--- src/rtl/chrisruk_frame_sched.sv ---
// Frame scheduler for an 8x8 APA102-style LED matrix: two-source
// round-robin frame grant, pixel fetch and serial clock/data engine.
module chrisruk_frame_sched #(
  parameter int N_PIXELS   = 64,
  parameter int END_BITS   = 64,
  parameter int GAP_CYCLES = 16,
  localparam int AW = (N_PIXELS > 1) ? $clog2(N_PIXELS) : 1
) (
  input  logic          clk,
  input  logic          reset,
  input  logic [1:0]    req,
  output logic [1:0]    gnt,
  output logic [1:0]    done,
  output logic          busy,
  output logic          pix_rd,
  output logic [AW-1:0] pix_addr,
  input  logic [31:0]   pix_word0,
  input  logic [31:0]   pix_word1,
  output logic          led_clk,
  output logic          led_dat
);

  localparam int EW = (END_BITS > 32) ? END_BITS : 32;
  localparam int BW = $clog2(EW);
  localparam int GW = $clog2(GAP_CYCLES + 1);

  localparam logic [BW-1:0] WORD_LAST = BW'(31);
  localparam logic [BW-1:0] END_LAST  = BW'(END_BITS - 1);
  localparam logic [AW-1:0] PIX_LAST  = AW'(N_PIXELS - 1);
  localparam logic [GW-1:0] GAP_LAST  = GW'(GAP_CYCLES);

  typedef enum logic [2:0] {
    S_IDLE,
    S_START,
    S_PIXEL,
    S_END,
    S_GAP
  } state_t;

  state_t        state_q, state_d;
  logic          phase_q, phase_d;
  logic [BW-1:0] bit_q, bit_d;
  logic [AW-1:0] pix_q, pix_d;
  logic [31:0]   shift_q, shift_d;
  logic [1:0]    gnt_q, gnt_d;
  logic [1:0]    done_q, done_d;
  logic          last_q, last_d;
  logic [GW-1:0] gap_q, gap_d;

  logic          word_end;
  logic          end_last;
  logic          last_pix;
  logic          active;
  logic [1:0]    pick;
  logic [31:0]   sel_word;

  assign word_end = phase_q & (bit_q == WORD_LAST);
  assign end_last = phase_q & (bit_q == END_LAST);
  assign last_pix = (pix_q == PIX_LAST);
  assign sel_word = gnt_q[1] ? pix_word1 : pix_word0;
  assign active   = (state_q == S_START) |
                    (state_q == S_PIXEL) |
                    (state_q == S_END);

  // Both requesting: favour the source that did not win last time.
  always_comb begin
    pick = 2'b00;
    unique case (1'b1)
      (req == 2'b01): pick = 2'b01;
      (req == 2'b10): pick = 2'b10;
      (req == 2'b11): pick = last_q ? 2'b01 : 2'b10;
      default:        pick = 2'b00;
    endcase
  end

  always_comb begin
    state_d = state_q;
    phase_d = phase_q;
    bit_d   = bit_q;
    pix_d   = pix_q;
    shift_d = shift_q;
    gnt_d   = gnt_q;
    done_d  = 2'b00;
    last_d  = last_q;
    gap_d   = gap_q;
    unique case (state_q)
      S_IDLE: begin
        if (pick != 2'b00) begin
          gnt_d   = pick;
          last_d  = pick[1];
          state_d = S_START;
          phase_d = 1'b0;
          bit_d   = '0;
          pix_d   = '0;
          shift_d = '0;
        end
      end
      S_START: begin
        phase_d = ~phase_q;
        if (word_end) begin
          bit_d   = '0;
          shift_d = sel_word;
          state_d = S_PIXEL;
        end else if (phase_q) begin
          bit_d   = bit_q + 1'b1;
          shift_d = shift_q << 1;
        end
      end
      S_PIXEL: begin
        phase_d = ~phase_q;
        if (word_end) begin
          bit_d = '0;
          if (last_pix) begin
            shift_d = '0;
            state_d = S_END;
          end else begin
            pix_d   = pix_q + 1'b1;
            shift_d = sel_word;
          end
        end else if (phase_q) begin
          bit_d   = bit_q + 1'b1;
          shift_d = shift_q << 1;
        end
      end
      S_END: begin
        phase_d = ~phase_q;
        if (end_last) begin
          done_d  = gnt_q;
          gnt_d   = 2'b00;
          phase_d = 1'b0;
          bit_d   = '0;
          gap_d   = '0;
          state_d = S_GAP;
        end else if (phase_q) begin
          bit_d   = bit_q + 1'b1;
          shift_d = shift_q << 1;
        end
      end
      S_GAP: begin
        if (gap_q == GAP_LAST) begin
          state_d = S_IDLE;
        end else begin
          gap_d = gap_q + 1'b1;
        end
      end
      default: state_d = S_IDLE;
    endcase
  end

  always_ff @(posedge clk) begin
    if (reset) begin
      state_q <= S_IDLE;
      phase_q <= 1'b0;
      bit_q   <= '0;
      pix_q   <= '0;
      shift_q <= '0;
      gnt_q   <= 2'b00;
      done_q  <= 2'b00;
      last_q  <= 1'b1;
      gap_q   <= '0;
    end else begin
      state_q <= state_d;
      phase_q <= phase_d;
      bit_q   <= bit_d;
      pix_q   <= pix_d;
      shift_q <= shift_d;
      gnt_q   <= gnt_d;
      done_q  <= done_d;
      last_q  <= last_d;
      gap_q   <= gap_d;
    end
  end

  // Fetch the next word during phase 1 of the current word's last bit.
  always_comb begin
    pix_rd   = 1'b0;
    pix_addr = '0;
    if (state_q == S_START) begin
      pix_rd = word_end;
    end else if (state_q == S_PIXEL) begin
      pix_rd   = word_end & ~last_pix;
      pix_addr = last_pix ? pix_q : pix_q + 1'b1;
    end
  end

  assign gnt     = gnt_q;
  assign done    = done_q;
  assign busy    = (state_q != S_IDLE);
  assign led_clk = active & phase_q;
  assign led_dat = active & shift_q[31];

endmodule

--- config.mk ---
export PLATFORM = sky130hd
export DESIGN_NAME = chrisruk_frame_sched
export DESIGN_NICKNAME = d
export VERILOG_FILES = /design/src/rtl/chrisruk_frame_sched.sv
export SDC_FILE = /design/constraint.sdc
export NUM_CORES = 1
export LEC_CHECK = 0
export BUFFER_PORTS_ARGS = -buffer_cell sky130_fd_sc_hd__buf_4
export CAP_MARGIN = 0
export CORE_ASPECT_RATIO = 1.75
export CORE_UTILIZATION = 54
export DETAILED_ROUTE_END_ITERATION = 6
export PLACE_DENSITY = 0.81
export SLEW_MARGIN = 5
export SYNTH_ARGS = -nofsm -noshare
export SYNTH_HDL_FRONTEND = slang
export SYNTH_SLANG_ARGS = --single-unit
--- constraint.sdc ---
create_clock -name clk -period 2.07 [get_ports clk]
set_input_delay 0.1035 -clock clk [delete_from_list [all_inputs] [get_ports clk]]
set_output_delay 0.1035 -clock clk [all_outputs]
set_load 0.01 [all_outputs]
== After elaboration in Yosys (flattened, before gate mapping) ==
Index checks and enable logic that the tools add are counted.
Widths: inputs -> output; s select.
Storage, ports and cells
  register bits after elaboration: 58
  input bits: 68
  output and inout bits: 14
  word-level logic and storage cells: 97
Cells by class
  $add $sub $neg: 3
  equality and inequality tests: 19
  mux-type cells: 38
  bitwise operators: 11
  reduce and logical (&&, ||, !) cells: 17
Operators with widths (count)
  $mux 32: 7
  $pmux 32 s4: 1
  $mux 6: 8
  $mux 3: 6
  $pmux 6 s3: 1
  $ne 2x2->1 const B: 8
  $pmux 3 s5: 1
  $add 6x1->6 const B: 2
  $eq 6x6->1 const B: 2
  $pmux 6 s2: 1
  $reduce_and 3->1: 4
  $mux 5: 2
  $pmux 5 s2: 1
  $reduce_bool 2->1: 4
  $eq 3x2->1 const B: 2
  $eq 6x5->1 const B: 1
  $mux 2: 3
  $pmux 2 s3: 1
  $reduce_and 6->1: 1
  $reduce_bool 3->1: 2
  $add 5x1->5 const B: 1
  $and 1x1->1: 5
  $eq 5x5->1 const B: 1
  $eq 2x2->1 const B: 2
  13 further kinds: 21

== Longest topological paths before layout ==
  depth in word-level cells: 5
  gate-level depth with buffers: 8
  gate-level depth less buffers: 6

== Least setup slack after synthesis ==
No wires, ideal clock.
  kind: reg2reg
  start: register bit_q[0]
  end: register shift_q[10]
  library setup time: 0.079 ns
  arrival: 1.786 ns
  data required time: 1.991 ns
  path slack: 0.205 ns
  cell stages (with the launch flop): 9
  path buffers: 3
  period minus slack after synthesis: 1.865 ns
  cells stage by stage: dfxtp_1 ha_1 nand4b_2 or2_0 clkbuf_2 or3_1 buf_2 buf_6 o221ai_2
Between the ends
  word-level cells in the longest chain between the ends: 4
  elaborated cells on any way between the ends: 9
  those cells by class: eq/ne (3); mux (3); bitwise (2); reduce/logical (1)
RTL lines
  from (decl): RTL line 42  | logic [BW-1:0] bit_q, bit_d;
  from (signal assigned): RTL line 164  | bit_q <= bit_d;
  $eq 6x5->1 / $eq 6x6->1 (equally long branches): RTL line 57, 58
  $and 1x1->1, on equally long branches: RTL line 57, 58
  $mux 32, or another cell as far along: RTL line 111  | if (word_end) begin
  $pmux 32 s4 / $reduce_and 3->1 (equally long branches)
  to (signal assigned): RTL line 166  | shift_q <= shift_d;
  to (decl): RTL line 44  | logic [31:0] shift_q, shift_d;
Several ways; a longest one is shown, not always the timed one.
A chain may end at the register's enable or synchronous reset.

== Worst setup path after layout ==
  start: register bit_q[0]
  end: register shift_q[17]
Same word-level chain as after synthesis.

==> metrics.txt <==
# TYPE chip_impl_metric gauge
chip_impl_metric{name="route.vias.total",unit=""} 3238
chip_impl_metric{name="die_area",unit="um2"} 6650
chip_impl_metric{name="chipHeight",unit="um"} 107
chip_impl_metric{name="finalMaxSlewViolations",unit=""} 0
chip_impl_info{name="tritoncts_clock_tree",value="yes"} 1
chip_impl_metric{name="grt_pass1_vias",unit=""} 3208
chip_impl_info{name="hp-class",value="in -> reg"} 1
chip_impl_metric{name="gpl.final_weighted_congestion",unit=""} 0.812
chip_impl_metric{name="totalWireLength",unit="mm"} 8.78
chip_impl_metric{name="worstRegToRegCells",unit=""} 7
chip_impl_metric{name="seq_power_share",unit="%"} 41.8
chip_impl_metric{name="hold_path_depth",unit=""} 3
chip_impl_metric{name="totalNegativeSetupSlack",unit="ns"} 0
chip_impl_metric{name="buffer_count_from_post_cts_setup_fixing",unit=""} 0
chip_impl_metric{name="final_util",unit="%"} 72.6
chip_impl_metric{name="vias_per_cell",unit=""} 5.96
chip_impl_info{name="netlist_top_cells_count",value="58 x sky130_fd_sc_hd__dfxtp_1, 45 x sky130_fd_sc_hd__nand3_1, 40 x sky130_fd_sc_hd__inv_1"} 1
chip_impl_info{name="timing.hold.worst.start",value="req[1]"} 1
chip_impl_info{name="rsz0062_at_grt",value="yes"} 1
chip_impl_metric{name="synth.ff_latch_count",unit=""} 58
chip_impl_metric{name="slew-limit-headroom",unit="%"} 55.9
chip_impl_metric{name="actual_transition_at_the_worst_max_transition_pin",unit="ns"} 0.660
chip_impl_metric{name="global_route_wire_length_before_repair",unit="mm"} 13.8
chip_impl_metric{name="final.setup.worst_slack",unit="ns"} 0.0786
chip_impl_metric{name="h-tree-depth",unit=""} 3
chip_impl_metric{name="initial_antenna_violation_count",unit=""} 0
chip_impl_metric{name="post-place-ws",unit="ns"} 0.0546
chip_impl_metric{name="synthDominantCellAreaShare",unit="%"} 34.0
chip_impl_metric{name="worstPathMaxFanout",unit=""} 15
chip_impl_info{name="yosysTopAreaCell",value="sky130_fd_sc_hd__dfxtp_1"} 1
chip_impl_info{name="startpoint_of_the_most_critical_register_to_register_path",value="bit_q[0]"} 1
chip_impl_metric{name="ir_drop",unit="mV"} 0.446
chip_impl_metric{name="p_switching",unit="mW"} 0.644
chip_impl_metric{name="cts_made_buffers",unit=""} 9
chip_impl_metric{name="max_cap_violations",unit=""} 0
chip_impl_metric{name="ys_async_sr_fraction",unit="%"} 0
chip_impl_info{name="critPathKind",value="reg -> reg"} 1
chip_impl_metric{name="clkTransAtPathRegs",unit="ns"} 0.06
chip_impl_info{name="hold_end",value="gnt[1]"} 1
chip_impl_metric{name="timing.critical_path.arrival",unit="ns"} 2.22
chip_impl_metric{name="rrSetupSlack",unit="ns"} 0.08
chip_impl_metric{name="clock-skew-final",unit="ns"} 0.00657
chip_impl_metric{name="syn_nets",unit=""} 447
chip_impl_metric{name="postCtsHoldBufs",unit=""} 0
chip_impl_metric{name="layout-area-overhead-vs-synth",unit="%"} 30.6
chip_impl_info{name="root_buffer",value="sky130_fd_sc_hd__clkbuf_8"} 1
chip_impl_metric{name="remaining_drc_errors",unit=""} 0
chip_impl_info{name="netlist_top_cells_area",value="sky130_fd_sc_hd__dfxtp_1 34%, sky130_fd_sc_hd__o221ai_2 13%, sky130_fd_sc_hd__mux2i_1 11%"} 1
chip_impl_metric{name="post_cts.resized_instances",unit=""} 0
chip_impl_metric{name="synth_edf_count",unit=""} 0
chip_impl_metric{name="final.min_clock_period",unit="ns"} 1.99
chip_impl_info{name="setup.worst_path.end_class",value="flip-flop"} 1
chip_impl_metric{name="grt_start_max_net_pins",unit=""} 32
chip_impl_metric{name="die_width",unit="um"} 62.1
chip_impl_metric{name="final_min_period_over_clock_period",unit="%"} 96.2
chip_impl_metric{name="insertedDiodeCount",unit=""} 0
chip_impl_metric{name="report.final.hold_viol_count",unit=""} 0
chip_impl_metric{name="start_util",unit="%"} 55.6
chip_impl_info{name="synth-main-ff-cell",value="sky130_fd_sc_hd__dfxtp_1"} 1
chip_impl_metric{name="cts_buffer_depth",unit=""} 2
chip_impl_metric{name="postPlaceCellArea",unit="um2"} 4180
chip_impl_metric{name="seq_area_frac_synth",unit="%"} 34.0
chip_impl_metric{name="report.final.setup_viol",unit=""} 0
chip_impl_metric{name="synthesis.area",unit="um2"} 3410
chip_impl_metric{name="syn-mean-instance-area",unit="um2"} 9.10
chip_impl_metric{name="placed_cells",unit=""} 526
chip_impl_metric{name="static-leakage-power",unit="nW"} 1.66
chip_impl_metric{name="postSynthCellCount",unit=""} 375
chip_impl_metric{name="critPathRequiredTime",unit="ns"} 2.30
chip_impl_metric{name="design_area",unit="um2"} 4450
chip_impl_metric{name="drive_above_1_share",unit="%"} 34.8
chip_impl_info{name="crit-reg2reg-capture",value="shift_q[17]"} 1
chip_impl_metric{name="io_buffer_count",unit=""} 81
chip_impl_metric{name="rows",unit=""} 38
chip_impl_metric{name="core",unit="um2"} 6130
chip_impl_metric{name="antenna_violating_nets_post_route",unit=""} 0
chip_impl_metric{name="pwr-share-clk",unit="%"} 45.9
chip_impl_info{name="synth.most_common_cell",value="sky130_fd_sc_hd__dfxtp_1"} 1
chip_impl_metric{name="synth.distinct_cells",unit=""} 62
chip_impl_metric{name="overflow_after_grt",unit=""} 0
chip_impl_metric{name="power-per-cell-area",unit="nW/um2"} 613
chip_impl_metric{name="iteration_0_drc_markers",unit=""} 127
chip_impl_metric{name="clk_latency",unit="ns"} 0.35
chip_impl_metric{name="power_report.internal_total",unit="mW"} 2.09
chip_impl_metric{name="synth-warning-count",unit=""} 0
chip_impl_metric{name="detail_route.first_pass.iterations",unit=""} 4
chip_impl_metric{name="overall_track_demand_over_capacity_in_global_routing",unit="%"} 27.8
chip_impl_info{name="startpoint_type",value="flip-flop"} 1
chip_impl_metric{name="dp_hpwl",unit="mm"} 6.30
chip_impl_metric{name="nets",unit=""} 530
chip_impl_info{name="outcome",value="finished, final reports clean"} 1
chip_impl_metric{name="number_of_top_level_pins",unit=""} 82
chip_impl_metric{name="max_freq",unit="GHz"} 0.502
chip_impl_metric{name="swShare",unit="%"} 23.6
chip_impl_metric{name="power_frac_comb",unit="%"} 12.3
chip_impl_metric{name="final_cell_count_no_fill",unit=""} 543
chip_impl_metric{name="clk_sinks",unit=""} 58
chip_impl_metric{name="avgRoutedWirePerCell",unit="um"} 16.2
-- layout make-up --
cell class                 count  area (um2)
clock buffer                  10         128
clock inverter                 6         105
fill                         479        1680
inverter                      40         150
multi-input combinational    248        1980
sequential                    58        1160
tap                           80         100
timing repair buffer         101         826
-- how the worst max path moves through the flow --
stage                             end        from  slack, ns  cells past startpoint
after floorplan           shift_q[10]    bit_q[0]       0.21                      8
after global placement    shift_q[30]    bit_q[0]       0.13                      7
after detailed placement  shift_q[30]    bit_q[0]       0.05                      7
after CTS                 shift_q[30]    bit_q[0]       0.05                      7
after global routing      pix_addr[5]  state_q[2]      -0.03                      4
final                     shift_q[17]    bit_q[0]       0.08                      7
-- stage by stage --
stage / hold WS, ns / power (mW)
floorplan: 0.251 / 1.33
global placement: 0.410 / 1.48
detailed placement: 0.420 / 1.49
CTS: 0.0435 / 2.74
global route: 0.0663 / 2.83
finish: 0.0576 / 2.73
-- state kept, by name (all words and copies together), names as in the netlist, 2 cells and up --
register	count
gnt	2
state_q	3
bit_q	6
gap_q	5
shift_q	32
done	2
pix_q	6
-- power by group through the flow --
stage	clock network, mW	registers, mW	logic, mW
2_1_floorplan	0	1.15	0.172
5_1_grt	1.32	1.14	0.364
3_5_place_dp	0	1.17	0.324
6_report	1.25	1.14	0.337
3_3_place_gp	0	1.16	0.317
4_1_cts	1.28	1.14	0.325
-- metal layers --
metal / global-route usage [%] / part of all wire, % / vias up
met5: 0 / 0 / -
met4: 15.9 / 4.0 / 0
met3: 7.48 / 4.8 / 34
met2: 49.1 / 55 / 103
met1: 27.1 / 36 / 1546
li1: - / - / 1555
-- cells in the final DEF, fill, tap and decap left out, types with 2 or more instances in the layout --
master,synthesis,layout
sky130_fd_sc_hd__clkinv_2,0,3
sky130_fd_sc_hd__nor3_1,5,5
sky130_fd_sc_hd__ha_1,4,4
sky130_fd_sc_hd__and4_1,3,3
sky130_fd_sc_hd__and2_1,3,3
sky130_fd_sc_hd__xor2_1,2,2
sky130_fd_sc_hd__a21oi_1,16,16
sky130_fd_sc_hd__mux2i_1,36,36
sky130_fd_sc_hd__and3_1,3,3
sky130_fd_sc_hd__o221ai_2,30,30
sky130_fd_sc_hd__bufinv_16,0,3
sky130_fd_sc_hd__or3b_1,2,2
sky130_fd_sc_hd__a2111oi_0,2,2
sky130_fd_sc_hd__a31oi_1,5,5
sky130_fd_sc_hd__buf_4,3,96
sky130_fd_sc_hd__nor2b_1,4,4
sky130_fd_sc_hd__or4_1,2,2
sky130_fd_sc_hd__a311oi_1,3,2
sky130_fd_sc_hd__nand2b_1,5,5
sky130_fd_sc_hd__nand4_1,2,2
sky130_fd_sc_hd__clkbuf_8,0,9
sky130_fd_sc_hd__or3_1,4,3
sky130_fd_sc_hd__inv_1,40,40
sky130_fd_sc_hd__nor2_1,13,12
sky130_fd_sc_hd__o2111ai_1,2,2
sky130_fd_sc_hd__a32o_1,3,3
sky130_fd_sc_hd__nand3b_1,3,3
sky130_fd_sc_hd__o21ai_0,7,7
sky130_fd_sc_hd__nor3_2,2,2
sky130_fd_sc_hd__buf_12,0,4
sky130_fd_sc_hd__nand2_1,13,13
sky130_fd_sc_hd__dfxtp_1,58,57
sky130_fd_sc_hd__nand3_1,45,45
sky130_fd_sc_hd__o31ai_1,2,2
-- cell families after synthesis --
| group | Yosys count | share of synthesized area (%) |
|---|---|---|
| compound gates | 86 | 24.8 |
| xor+xnor | 3 | 0.771 |
| fa+ha+maj | 4 | 1.47 |
| buf+inv | 69 | 8.88 |
| flops | 58 | 34.0 |
| mux | 36 | 10.6 |
| simple gates | 119 | 19.4 |
-- critical path, stage by stage (launching register included) --
cell and delay, ns:
sky130_fd_sc_hd__dfxtp_1 0.33, sky130_fd_sc_hd__ha_1 0.24, sky130_fd_sc_hd__buf_4 0.16, sky130_fd_sc_hd__and2_0 0.23, sky130_fd_sc_hd__and4_1 0.26, sky130_fd_sc_hd__a211oi_4 0.28, sky130_fd_sc_hd__clkbuf_16 0.27, sky130_fd_sc_hd__o221ai_2 0.10
(Power assumes the default switching activity.)
